==> src/rtl/bcd_pkg.sv <==
// Shared types and helpers for the sequential binary-to-BCD converter.
// Holds the FSM state type, the digit width and the per-digit add-3 rule.
package bcd_pkg;

  typedef enum logic [1:0] {IDLE, SHIFT, DONE} bcd_state_t;

  localparam int BCD_DIGIT_W = 4;

  // Double-dabble correction: a digit of 5..9 would carry wrongly after the shift.
  function automatic logic [3:0] digit_adj(input logic [3:0] d);
    return (d >= 4'd5) ? (d + 4'd3) : d;
  endfunction

  function automatic longint unsigned pow10(input int n);
    longint unsigned r;
    r = 64'd1;
    for (int k = 0; k < n; k++) begin
      r = r * 64'd10;
    end
    return r;
  endfunction

endpackage

==> src/rtl/bcd_add3.sv <==
// One-digit add-3 correction cell; the converter instantiates one per BCD digit.
module bcd_add3
  import bcd_pkg::*;
(
  input  logic [BCD_DIGIT_W-1:0] digit,
  output logic [BCD_DIGIT_W-1:0] adjusted
);

  assign adjusted = digit_adj(digit);

endmodule

==> src/rtl/bin_to_bcd_seq.sv <==
// Sequential shift-and-add-3 binary-to-BCD converter, one bit per cycle.
// The result register only updates on completion, so downstream never sees partial values.
module bin_to_bcd_seq
  import bcd_pkg::*;
#(
  parameter int W_BIN    = 16,
  parameter int N_DIGITS = 5
) (
  input  logic                            clock,
  input  logic                            reset,
  input  logic                            i_start,
  input  logic [W_BIN-1:0]                i_bin,
  output logic                            o_busy,
  output logic                            o_done,
  output logic [BCD_DIGIT_W*N_DIGITS-1:0] o_bcd
);

  localparam int BCD_W = BCD_DIGIT_W * N_DIGITS;
  localparam int CNT_W = (W_BIN > 1) ? $clog2(W_BIN) : 1;

  if (W_BIN < 1 || W_BIN > 26 || N_DIGITS < 1 || N_DIGITS > 8 ||
      pow10(N_DIGITS) <= ((64'd1 << W_BIN) - 64'd1)) begin : g_bad_params
    $error("bin_to_bcd_seq: W_BIN=%0d needs more than N_DIGITS=%0d digits", W_BIN, N_DIGITS);
  end

  bcd_state_t       state_reg, state_next;
  logic [CNT_W-1:0] cnt_reg, cnt_next;
  logic [W_BIN-1:0] bin_sr_reg, bin_sr_next;
  logic [BCD_W-1:0] bcd_sr_reg, bcd_sr_next;
  logic [BCD_W-1:0] bcd_out_reg, bcd_out_next;
  logic             busy_reg;
  logic             done_reg, done_next;
  logic [BCD_W-1:0] bcd_adj;

  genvar gi;
  generate
    for (gi = 0; gi < N_DIGITS; gi++) begin : g_digit
      bcd_add3 u_add3 (
        .digit   (bcd_sr_reg[gi*BCD_DIGIT_W +: BCD_DIGIT_W]),
        .adjusted(bcd_adj[gi*BCD_DIGIT_W +: BCD_DIGIT_W])
      );
    end
  endgenerate

  always_comb begin
    state_next   = state_reg;
    cnt_next     = cnt_reg;
    bin_sr_next  = bin_sr_reg;
    bcd_sr_next  = bcd_sr_reg;
    bcd_out_next = bcd_out_reg;
    done_next    = 1'b0;
    case (state_reg)
      IDLE: begin
        if (i_start) begin
          bin_sr_next = i_bin;
          bcd_sr_next = '0;
          cnt_next    = CNT_W'(W_BIN - 1);
          state_next  = SHIFT;
        end
      end
      SHIFT: begin
        // Corrected digits and the binary operand shift as one register; the binary MSB enters BCD bit 0.
        {bcd_sr_next, bin_sr_next} = {bcd_adj, bin_sr_reg} << 1;
        cnt_next = cnt_reg - 1'b1;
        if (cnt_reg == '0) begin
          state_next = DONE;
        end
      end
      DONE: begin
        bcd_out_next = bcd_sr_reg;
        done_next    = 1'b1;
        state_next   = IDLE;
      end
      default: begin
        state_next = IDLE;
      end
    endcase
  end

  always_ff @(posedge clock or negedge reset) begin
    if (!reset) begin
      state_reg   <= IDLE;
      cnt_reg     <= '0;
      bin_sr_reg  <= '0;
      bcd_sr_reg  <= '0;
      bcd_out_reg <= '0;
      busy_reg    <= 1'b0;
      done_reg    <= 1'b0;
    end else begin
      state_reg   <= state_next;
      cnt_reg     <= cnt_next;
      bin_sr_reg  <= bin_sr_next;
      bcd_sr_reg  <= bcd_sr_next;
      bcd_out_reg <= bcd_out_next;
      busy_reg    <= (state_next != IDLE);
      done_reg    <= done_next;
    end
  end

  assign o_busy = busy_reg;
  assign o_done = done_reg;
  assign o_bcd  = bcd_out_reg;

endmodule

==> config.mk <==
export PLATFORM = sky130hd
export DESIGN_NAME = bin_to_bcd_seq
export DESIGN_NICKNAME = d
export VERILOG_FILES = /design/src/rtl/bcd_pkg.sv /design/src/rtl/bcd_add3.sv /design/src/rtl/bin_to_bcd_seq.sv
export SDC_FILE = /design/constraint.sdc
export NUM_CORES = 1
export LEC_CHECK = 0
export CAP_MARGIN = 20
export CORE_ASPECT_RATIO = 1.2
export CORE_MARGIN = 2
export CORE_UTILIZATION = 50
export CTS_CLUSTER_DIAMETER = 100
export DETAILED_ROUTE_END_ITERATION = 12
export PLACE_DENSITY = 0.76
export SLEW_MARGIN = 40
export SYNTH_ARGS = -nofsm -noshare
export SYNTH_HDL_FRONTEND = slang
export SYNTH_HIERARCHICAL = 1
export SYNTH_SLANG_ARGS = --single-unit
==> constraint.sdc <==
create_clock -name clock -period 1.4 [get_ports clock]
set_input_delay 0.14 -clock clock [delete_from_list [all_inputs] [get_ports clock]]
set_output_delay 0.14 -clock clock [all_outputs]
set_load 0.02 [all_outputs]
# Word-level counts from Yosys, hierarchy flattened

Cells that the tools add are included.

Output and inout port bits: 22
Input port bits: 19
ROM bits: 0
Memories: 0
Register bits: 64
Word-level logic and storage cells: 41
Bits in latches: 0
RAM bits: 0

Multiply operators: 0
Add/subtract/negate cells: 6
Reduce and logical (&&, ||, !) cells: 5
Mux-type cells: 15
Eq/ne operators: 3
Div/mod/pow operators: 0
Bitwise operators: 0
Shifts and indexed selects: 0
$lt $le $gt $ge: 5

Operators with widths:

| cell                                                 | count |
|---|---|
| one-hot mux 20 bit (2 select lines)                  | 1 |
| one-hot mux 16 bit (2 select lines)                  | 1 |
| >= comparator 4 x 3 -> 1 bit (second input constant) | 5 |
| 2-to-1 mux 20 bit                                    | 1 |
| 2-to-1 mux 4 bit                                     | 5 |
| adder 4 x 2 -> 4 bit (second input constant)         | 4 |
| 2-to-1 mux 16 bit                                    | 1 |
| one-hot mux 4 bit (2 select lines)                   | 1 |
| zero test 4 bit                                      | 1 |
| 2-to-1 mux 2 bit                                     | 2 |
| one-hot mux 2 bit (2 select lines)                   | 1 |
| nonzero test 2 bit                                   | 2 |
| subtractor 4 x 1 -> 4 bit (second input constant)    | 1 |
| adder 3 x 2 -> 3 bit (second input constant)         | 1 |
| 2-to-1 mux 3 bit                                     | 1 |
| equality test 2 x 1 -> 1 bit (second input constant) | 1 |
| equality test 2 bit (second input constant)          | 1 |
| zero test 2 bit                                      | 1 |
| inequality test 2 bit (second input constant)        | 1 |
| AND reduction 2 bit                                  | 1 |
| 2-to-1 mux 1 bit                                     | 1 |

# Depth between registers and ports, before layout

Word-level depth: 4
Depth in mapped cells: 6

# By module

Netlist, hierarchy kept.

By module, submodules not included:

| module         | cells an instance | seq. area each (um2) | instances | area an instance (um2) |
|---|---|---|---|---|
| bin_to_bcd_seq | 189               | 1,601.5              | 1         | 2,653.8 |
| bcd_add3       | 16                | 0.0                  | 5         | 101.3 |

# Least setup slack after synthesis

Ideal clock, no wire load.

Kind: flip-flop to flip-flop
Start point: register bcd_sr_reg[8]
End point: register bcd_sr_reg[10]
Library setup time: 0.121 ns
Arrival time: 1.222 ns
Buffers on the path: 0
Data required time: 1.279 ns
Clock period less this slack: 1.343 ns
Cell stages (with the launch flop): 6
Slack: 0.057 ns
Path through: dfrtp_1 -> ha_1 -> nand2b_1 -> a21oi_2 -> mux2i_1 -> a22o_1

Longest elaborated chain between the ends: 3
Elaborated cells between the ends (all ways): 4

RTL lines:

| item                                                                 | line                 | RTL |
|---|---|---|
| from (decl)                                                          | bin_to_bcd_seq.sv:29 | `logic [BCD_W-1:0] bcd_sr_reg, bcd_sr_next;` |
| from (signal assigned)                                               | bin_to_bcd_seq.sv:93 | `bcd_sr_reg <= bcd_sr_next;` |
| adder 4 x 2 -> 4 bit or >= comparator 4 x 3 -> 1 bit (tied branches) | bcd_pkg.sv:11        | `return (d >= 4'd5) ? (d + 4'd3) : d;` |
| 2-to-1 mux 4 bit (*)                                                 | bcd_pkg.sv:11        |  |
| via bcd_adj[9]                                                       | bin_to_bcd_seq.sv:33 | `logic [BCD_W-1:0] bcd_adj;` |
| one-hot mux 20 bit (2 select lines) (*)                              | bin_to_bcd_seq.sv:52 | `case (state_reg)` |

The timed path passes the listed nets; every way through them passes the cells marked *.
A chain may end at the register's enable or synchronous reset.

# Worst setup path after layout

Start point: register bcd_sr_reg[8]
End point: register bcd_sr_reg[9]

Same word-level chain as after synthesis.

==> impl_metrics.ini <==
[status]
status = complete, no violations

[power_and_ir_drop]
p_per_area_nw_per_um2 = 2300
p_total_mw = 9.54
p_leak_nw = 2.05
irDropWorstVdd_mv = 1.02

[routing]
wl_per_cell_um = 14.9
route.detailed.drc = 0
drtIter0Drc = 163
vias = 2246
first_pass_iters = 6
vias_per_cell = 5.33
ant_nets = 0
routed_wl_um = 6280

[place]
numPortBuffers = 40
dp_slack_ns = -0.0141
gp_congestion = 0.801
post-place-cells = 399
dp_hpwl_um = 4040

[setup_path]
endpoint_kind = register
path_class = reg2reg
slowest_stage = dfrtp_2
critical-path-top-delay-family = flip-flops
r2r_cells = 5
cp_max_fo = 3
arrival_ns = 1.62
reg2reg_to = bcd_sr_reg[9]
r2r_slack_ns = 0.004
crit_chain = ha_4 > nand2b_4 > a21oi_4 > xnor2_2 > a22o_1
cpPeakStageDelay_ns = 0.44
rr_startpoint = bcd_sr_reg[8]
cp-start-kind = register
required_ns = 1.63
crit_buf_inv = 0

[sta]
timing_worst_slew_pin_value_ns = 0.350
fmaxAchievable_mhz = 716
maxSlewViolCount = 0
final_hold_viol_count = 0
hold_slack_ns = 0.336
relSlewSlack_pct = 76.6
layout_min_cycle_time_ns = 1.40
fin_crit_sh_pct = 99.7
worst_clock_skew_ns = 0.00849
setup_violations = 0
rsz0062_at_grt = true
fin_ws_ns = 0.00394

[final_layout]
final_common_cell = dfrtp_1
seqCellArea_um2 = 1600
final_nets = 364
syn_to_final_growth_pct = 32.2
antenna_cells = 0
final_cells = 421
drive_above_1_share_pct = 29.8
fillCellCount = 466
multiInputGateArea_um2 = 1500
layout_common_cells = dfrtp_1, nand2_1, buf_4

[global_route]
grt_pass1_vias = 2321
grt_util_all_layers_pct = 19.0
gr-total-overflow = 0
grt_max_degree = 65
antenna_found_initial = 0
grt_pass1_wl_um = 10400

[die]
die_h_um = 90.8
row_count = 31
core_area_um2 = 6050
initial_core_util_pct = 51.9
die_width_um = 76.3
ios = 41
die-area_um2 = 6930

[run]
drv_cap = 0

[clock_network]
cts_tree = yes
clk_pin_slew_ns = 0.07
clock-sinks = 64
root_buffer = clkbuf_8
clock_path_buffers = 2
insertion_delay_ns = 0.34
numCtsBuffers = 9
h-tree-depth = 3

[min_path]
holdCritPathClass = in2async

[logic_synthesis]
synth_warnings = 6
avgSynthCellArea_um2 = 11.9
synth_area_um2 = 3140
syn_inst = 265
syn_nets = 295
worst register-to-register path, stage by stage (launching register included):
cell,delay (ns)
dfrtp_2,0.44
ha_4,0.16
nand2b_4,0.14
a21oi_4,0.19
xnor2_2,0.10
a22o_1,0.24
area by class of cell:
type | instances | area share, %
multi-input cells | 172 | 36.1
inverters | 15 | 1.39
repair buffers | 72 | 16.6
clock buffers | 13 | 3.83
flip-flops and latches | 64 | 38.6
clock inverters | 3 | 0.964
well taps | 82 | 2.47
metal layers:
metal / up-vias / track usage [%] / share of wire (%)
li1: 1071 / - / -
met1: 1107 / 22.4 / 43
met2: 54 / 30.9 / 51
met3: 14 / 3.90 / 3.8
met4: 0 / 12.9 / 2.7
met5: - / 0 / 0
stage by stage:
| step | setup TNS (ns) | cell area, µm² | utilization (%) |
|---|---|---|---|
| 6_report | 0 | 4150 | 68.6 |
| 5_1_grt | -0.168 | 4150 | 68.6 |
| 4_1_cts | 0 | 3960 | 65.5 |
| 3_5_place_dp | -0.0327 | 3760 | 62.1 |
| 3_3_place_gp | 0 | 3760 | 62.1 |
| 2_1_floorplan | 0 | 3140 | - |
how the worst max path moves through the flow:
stage                        start              to  slack [ns]  cells after the start
floorplan            bcd_sr_reg[8]  bcd_sr_reg[10]        0.06                      5
global placement    bcd_sr_reg[13]  bcd_sr_reg[14]        0.04                      6
detailed placement  bcd_sr_reg[17]  bcd_sr_reg[18]       -0.01                      6
CTS                  bcd_sr_reg[5]   bcd_sr_reg[6]       0.002                      6
global route         bcd_sr_reg[9]   bcd_sr_reg[9]       -0.06                      6
finish               bcd_sr_reg[8]   bcd_sr_reg[9]       0.004                      5
repair_timing:
item                                    4_1_cts  5_1_grt
resized for setup                            25       34
setup buffers                                 2        3
endpoints found under the setup margin       27       18
hold endpoints to repair                     64        0
pin swaps                                     5       13
hold buffers                                  1        0
where the power goes:
group	leakage, nW	total [mW]	switching, mW	internal [mW]
Combinational	1.12	4.75	2.19	2.56
Clock	0.103	1.59	0.676	0.915
Sequential	0.830	3.20	0.627	2.57
No activity file was read; power rests on OpenSTA's default activity.
